--- config.mk ---
export PLATFORM = sky130hd
export DESIGN_NAME = button_toggle_gen
export DESIGN_NICKNAME = d
export VERILOG_FILES = /design/src/rtl/toggle_pkg.sv /design/src/rtl/button_toggle_gen_sync.sv /design/src/rtl/button_toggle_gen.sv
export SDC_FILE = /design/constraint.sdc
export NUM_CORES = 1
export LEC_CHECK = 0
export CORE_AREA = 2 2 39 41
export DETAILED_ROUTE_END_ITERATION = 8
export DIE_AREA = 0 0 41 43
export GPL_ROUTABILITY_DRIVEN = 0
export SLEW_MARGIN = 20
export SYNTH_ARGS = -nofsm -noshare
export SYNTH_HDL_FRONTEND = slang
export SYNTH_SLANG_ARGS = --single-unit
--- constraint.sdc ---
create_clock -name clk -period 3.1 [get_ports clk]
set_clock_uncertainty 0.05 [all_clocks]
set_input_delay 0.465 -clock clk [delete_from_list [all_inputs] [get_ports clk]]
set_output_delay 0.465 -clock clk [all_outputs]
set_load 0.01 [all_outputs]
--- src/rtl/toggle_pkg.sv ---
// Shared types and default constants for the debounced button toggle generator.
// FSM state encoding plus the parameter defaults used by button_toggle_gen.
package toggle_pkg;

    typedef enum logic [1:0] {
        IDLE         = 2'd0,
        WAIT_PRESS   = 2'd1,
        PRESSED      = 2'd2,
        WAIT_RELEASE = 2'd3
    } btn_state_e;

    localparam int SYNC_STAGES_DEF     = 2;
    localparam int DEBOUNCE_CYCLES_DEF = 4;
    localparam int REPEAT_CYCLES_DEF   = 16;

    // Both debounce-wait states count as busy.
    function automatic logic is_busy(btn_state_e st);
        return (st == WAIT_PRESS) || (st == WAIT_RELEASE);
    endfunction

endpackage

--- src/rtl/button_toggle_gen_sync.sv ---
// btn_sync: STAGES-deep synchronizer chain for the raw button level.
// Synchronous active-high reset clears every flop in the chain.
module btn_sync #(
    parameter int STAGES = 2
) (
    input  logic clk,
    input  logic reset,
    input  logic d_i,
    output logic q_o
);

    logic [STAGES-1:0] chain_q;

    always_ff @(posedge clk) begin
        if (reset) begin
            chain_q <= '0;
        end else begin
            chain_q <= {chain_q[STAGES-2:0], d_i};
        end
    end

    assign q_o = chain_q[STAGES-1];

endmodule

--- src/rtl/button_toggle_gen.sv ---
// Debounced push-button to one-cycle toggle-enable pulse generator.
// Optional auto-repeat while held is enabled by defining AUTO_REPEAT_EN.
module button_toggle_gen
    import toggle_pkg::*;
#(
    parameter int SYNC_STAGES     = SYNC_STAGES_DEF,
    parameter int DEBOUNCE_CYCLES = DEBOUNCE_CYCLES_DEF,
    parameter int REPEAT_CYCLES   = REPEAT_CYCLES_DEF
) (
    input  logic clk,
    input  logic reset,
    input  logic btn_in,
    output logic t,
    output logic btn_level,
    output logic busy
);

    localparam int CNT_W = $clog2(DEBOUNCE_CYCLES);
    localparam logic [CNT_W-1:0] CNT_MAX = CNT_W'(DEBOUNCE_CYCLES - 1);

    if (SYNC_STAGES < 2 || SYNC_STAGES > 4) begin : g_bad_sync
        $error("SYNC_STAGES out of range 2..4");
    end
    if (DEBOUNCE_CYCLES < 2 || DEBOUNCE_CYCLES > 1024) begin : g_bad_deb
        $error("DEBOUNCE_CYCLES out of range 2..1024");
    end
    if (REPEAT_CYCLES < 2 || REPEAT_CYCLES > 65535) begin : g_bad_rep
        $error("REPEAT_CYCLES out of range 2..65535");
    end

    logic s;

    btn_sync #(
        .STAGES (SYNC_STAGES)
    ) u_sync (
        .clk   (clk),
        .reset (reset),
        .d_i   (btn_in),
        .q_o   (s)
    );

    btn_state_e       state_q, state_d;
    logic [CNT_W-1:0] cnt_q, cnt_d;
    logic             t_q, t_d;
    logic             level_q, level_d;

`ifdef AUTO_REPEAT_EN
    localparam int REP_W = $clog2(REPEAT_CYCLES);
    localparam logic [REP_W-1:0] REP_MAX = REP_W'(REPEAT_CYCLES - 1);

    logic [REP_W-1:0] rep_q, rep_d;
`endif

    always_comb begin
        state_d = state_q;
        cnt_d   = cnt_q;
        t_d     = 1'b0;
        level_d = level_q;
`ifdef AUTO_REPEAT_EN
        rep_d   = rep_q;
`endif
        case (state_q)
            IDLE: begin
                if (s) begin
                    state_d = WAIT_PRESS;
                    cnt_d   = '0;
                end
            end
            WAIT_PRESS: begin
                if (!s) begin
                    state_d = IDLE;
                end else if (cnt_q == CNT_MAX) begin
                    state_d = PRESSED;
                    t_d     = 1'b1;
                    level_d = 1'b1;
`ifdef AUTO_REPEAT_EN
                    rep_d   = '0;
`endif
                end else begin
                    cnt_d = cnt_q + CNT_W'(1);
                end
            end
            PRESSED: begin
                if (!s) begin
                    state_d = WAIT_RELEASE;
                    cnt_d   = '0;
                end
`ifdef AUTO_REPEAT_EN
                else if (rep_q == REP_MAX) begin
                    t_d   = 1'b1;
                    rep_d = '0;
                end else begin
                    rep_d = rep_q + REP_W'(1);
                end
`endif
            end
            WAIT_RELEASE: begin
                // A high sample here is a release glitch: back to PRESSED silently.
                if (s) begin
                    state_d = PRESSED;
`ifdef AUTO_REPEAT_EN
                    rep_d   = '0;
`endif
                end else if (cnt_q == CNT_MAX) begin
                    state_d = IDLE;
                    level_d = 1'b0;
                end else begin
                    cnt_d = cnt_q + CNT_W'(1);
                end
            end
            default: begin
                state_d = IDLE;
            end
        endcase
    end

    always_ff @(posedge clk) begin
        if (reset) begin
            state_q <= IDLE;
            cnt_q   <= '0;
            t_q     <= 1'b0;
            level_q <= 1'b0;
`ifdef AUTO_REPEAT_EN
            rep_q   <= '0;
`endif
        end else begin
            state_q <= state_d;
            cnt_q   <= cnt_d;
            t_q     <= t_d;
            level_q <= level_d;
`ifdef AUTO_REPEAT_EN
            rep_q   <= rep_d;
`endif
        end
    end

    assign t         = t_q;
    assign btn_level = level_q;
    assign busy      = is_busy(state_q);

endmodule

==> Word-level counts from Yosys, hierarchy flattened <==
Cells that the tools add are included.
Widths: inputs -> output; s select.
{ "word_totals": {"regBits": 8, "input_bits": 3, "out_inout_bits": 3, "wordCells": 46} }
{ "op_classes": {"add_sub_neg": 1, "eq_ne": 12, "muxes": 19, "bitwise_logic": 2, "reduce_logical": 7} }
{ "ops": {"columns": ["op", "count"], "rows": [
  ["$mux 2", 11],
  ["$pmux 2 s4", 2],
  ["$ne 2x2->1 const B", 4],
  ["$reduce_and 4->1", 2],
  ["$eq 2x2->1 const B", 3],
  ["$mux 1", 5],
  ["$reduce_and 5->1", 1],
  ["$ne 2x1->1 const B", 2],
  ["$ne 3x2->1 const B", 1],
  ["$ne 3x3->1 const B", 1],
  ["$reduce_or 3->1", 1],
  ["$add 2x1->2 const B", 1],
  ["$eq 2x1->1 const B", 1],
  ["$logic_not 2->1", 1],
  ["$not 1->1", 2],
  ["$pmux 1 s2", 1],
  ["$reduce_bool 2->1", 1],
  ["$logic_or 1x1->1", 1]
]} }

==> Logic depth before layout (Yosys ltp) <==
{ "depth": {"ltp_word": 4, "ltp_mapped": 4, "mapped_depth_nobuf": 4} }

==> By module <==
From an unflattened synthesis, not the netlist that was laid out.
{ "unflattened": {"hier_cells": 31, "area_unflattened_um2": 300.3} }
{ "by_module_without_submodules": {"columns": ["mod", "instances", "cells_per_inst", "area_each_um2", "seq_area_each_um2"], "rows": [
  ["button_toggle_gen", 1, 27, 247.7, 120.1],
  ["btn_sync", 1, 4, 52.6, 40.0]
]} }

==> Worst setup path after synthesis <==
Ideal clock, no wire load.
{ "synth_timing": {"kind": "register -> register", "start": "reg cnt_q[0]", "end": "reg cnt_q[0]", "setup_ps": 74, "arrival_time_ps": 1153, "required_ps": 2976, "setup_slack_ps": 1823, "stages_incl_launch_ff": 4, "path_buffers": 0, "synth_period_minus_slack_ps": 1277, "cell_sequence": "dfxtp_1 ha_1 or4b_1 a31oi_1"} }
{ "synth_between": {"elab_chain_cells": 4, "elab_cells_between_ends": 6, "classes_between": "add/sub: 1; eq/ne: 1; mux: 4"} }
{ "synth_rtl": {"columns": ["item", "line_no", "text"], "rows": [
  ["from (decl)", "button_toggle_gen.sv:43", "logic [CNT_W-1:0] cnt_q, cnt_d;"],
  ["from (signal assigned)", "button_toggle_gen.sv:128", "cnt_q <= cnt_d;"],
  ["$add 2x1->2 or $eq 2x2->1 (tied branches)", null, null],
  ["$mux 2 (*)", "button_toggle_gen.sv:72, button_toggle_gen.sv:104", null],
  ["$mux 2, on equally long branches", "button_toggle_gen.sv:99, button_toggle_gen.sv:70", null],
  ["$pmux 2 s4 (*)", "button_toggle_gen.sv:62", "case (state_q)"]
]} }
Every way passes the cells marked *; elsewhere a longest branch is shown, timed or not. The select of a mux whose other input is x is not followed.
A chain may end at the register's enable or synchronous reset.

==> Worst setup path after layout <==
{ "layout_timing": {"start": "reg state_q[0]", "end": "out busy"} }
{ "layout_between": {"elab_chain_cells": 2, "elab_cells_between_ends": 3, "classes_between": "eq/ne: 2; reduce/logical: 1"} }
{ "layout_rtl": {"columns": ["item", "line_no", "text"], "rows": [
  ["from (decl)", "button_toggle_gen.sv:42", "btn_state_e state_q, state_d;"],
  ["from (signal assigned)", "button_toggle_gen.sv:127", "state_q <= state_d;"],
  ["$eq 2x1->1 or $eq 2x2->1 (tied branches)", "toggle_pkg.sv:18", "return (st == WAIT_PRESS) || (st == WAIT_RELEASE);"],
  ["$logic_or 1x1->1 (*)", "toggle_pkg.sv:18", null],
  ["to (decl)", "button_toggle_gen.sv:15", "output logic busy"]
]} }
Every way passes the cells marked *; elsewhere a longest branch is shown, timed or not.

==> reports/results.tsv <==
metric	value	unit
status	completed	
TritonCTS clock tree	yes	
wirelength, routed	505	um
FP Rows	14	
CP Capture Type	primary output	
Vias/cell	4.296	
PortBufs	5	
FMAX	0.5712	GHz
vias in the first global route	202	
commonest non-fill, non-tap cell in the layout	dfxtp_1	
drt drc	0	
# IOs	6	
Period minus WS final	1.751	ns
post-synthesis area per instance	9.687	um2
largest net degree at the start of global routing	9	
headroom to the max-slew limit	76.52	%
via count	232	
Syn. warnings	0	
Post-Syn Area	300.3	um2
Die Width	41	um
Final Hold Vio Count	0	
slowest CP cell	clkdlybuf4s50_1	
post-place setup slack	1.626	ns
Sw Ratio	21.55	%
antenna violations before repair	0	
register area share after synthesis	53.33	%
P_int	157.9	uW
FF+latch count, synth	8	
worst vdd ir	0.2330	mV
CTS Root Cell	clkbuf_4	
kind of critical path	flip-flop to primary output	
Worst-Margin Slew	0.3496	ns
Core Area	1384	um2
Final nets	44	
dominant cell type by area after synthesis	dfxtp_1	
crit path cell chain	clkdlybuf4s50_1	
total CTS buffers	3	
Buf/Inv on CP	1	
Detailed Place HPWL	329.5	um
remaining global-route overflow	0	
setup total negative slack	0	ns
pwr dens	517.4	nW/um2
class of the worst hold path	flip-flop to flip-flop	
Arr. time, crit path	1.24	ns
Initial Util	21.70	%
Initial DRT Pass Iterations	4	
Worst Path Required	2.58	ns
Finish-stage setup viols	0	
H-tree depth	1	
startpoint types	flip-flop	
Reg clk slew, reported paths	0.05	ns
post-cts resize count	0	
CTS sink count	8	
number of distinct library cells after synthesis	16	
GRT Total Usage	7.847	%
RSZ-0062 raised after global routing	false	
full die area	1763	um2
Initial DRC Count	7	
max cap viols	0	
Routed wire per std cell	9.352	um
sequential share of power	53.5	%
delay-heaviest family, CP	buffers and inverters	
slowest stage delay, CP	0.57	ns
first-pass GRT wire length	841	um
leakage	0.0001338	uW
Layout area overhead	29.58	%
Clock power frac	40.3	%
post-synth top area share	53.33	%
Synth Instances	31	
layout cells sized above 1	10.53	%
post-route setup slack	1.349	ns
Max Slew Vio Count	0	
Clock Path Buffers	2	
combinational share of power	6.2	%
syn nets	35	
commonest non-fill, non-tap cells in the layout	dfxtp_1, clkdlybuf4s50_1, a21oi_1, nand2_1, clkbuf_4	
final period utilization	56.47	%
Critical Path Fanout Max	7	
hold_buf cts	0	
ant diodes	0	
post-CTS setup buffers	0	
clock latency at the later pin of the worst-skew pair	0.26	ns
Area contributors post-synth	dfxtp_1, a21oi_1, ha_1, nor2b_1, nand2_1	
Post-DRT Antenna Nets	0	
die height	43	um
reported net switching power	43.39	uW
==> power by group through the flow <==
stage	clock (uW)	combinational, uW	sequential (uW)
2_1_floorplan	0	4.96	110
3_3_place_gp	0	12.4	110
3_5_place_dp	0	12.7	110
4_1_cts	86.6	12.8	108
5_1_grt	90.1	13.8	108
6_report	81.0	12.6	108
==> cell type report <==
| class | count | area, um2 |
|---|---|---|
| Multi-Input combinational cell | 21 | 132.6 |
| Sequential cell | 8 | 160.2 |
| Timing Repair Buffer | 5 | 50.05 |
| Inverter | 1 | 3.754 |
| Tap cell | 16 | 20.02 |
| Clock buffer | 3 | 22.52 |
| Fill cell | 150 | 994.7 |
==> through the flow <==
step	utilization [%]	hold WS [ns]	std cells	instance area [um2]	total power (uW)
2_1_floorplan	-	0.3638	31	300.3	115.1
3_3_place_gp	26.49	0.3693	51	366.6	122.3
3_5_place_dp	26.49	0.3786	51	366.6	122.7
4_1_cts	28.12	0.3894	54	389.1	207.0
5_1_grt	28.12	0.3997	54	389.1	211.9
6_report	28.12	0.3840	54	389.1	201.3
==> synthesized netlist by cell type, drive strengths merged <==
master / number
a31oi: 1
a21o: 1
xnor2: 1
inv: 1
a21oi: 3
nand2: 3
ha: 1
nand3: 2
nor3: 2
or4b: 1
nand4bb: 1
nor2b: 2
dfxtp: 8
clkbuf: 1
o21ai: 2
and2: 1
==> cells by family after synthesis <==
kind of cell	count (synthesis)	share of synthesized area, %
compound gates	7	13.33
flops	8	53.33
simple gates	12	23.75
xor+xnor	1	2.917
fa+ha+maj	1	4.166
buf+inv	2	2.498
==> worst paths after layout <==
path / from / endpoint / slack, ns / cells after the start
max: state_q[0] / busy / 1.35 / 1
min: u_sync.chain_q[0] / u_sync.chain_q[1] / 0.38 / 1
max reg2reg: cnt_q[0] / cnt_q[0] / 1.74 / 3
min reg2reg: u_sync.chain_q[0] / u_sync.chain_q[1] / 0.38 / 1
==> metal layers <==
layer	global-route usage [%]	up-vias	wire, um
met2	10.00	9	193
met1	8.091	96	253
met4	4.000	0	6
li1	-	125	-
met5	0	-	0
met3	7.853	2	51
(Power assumes the default switching activity.)
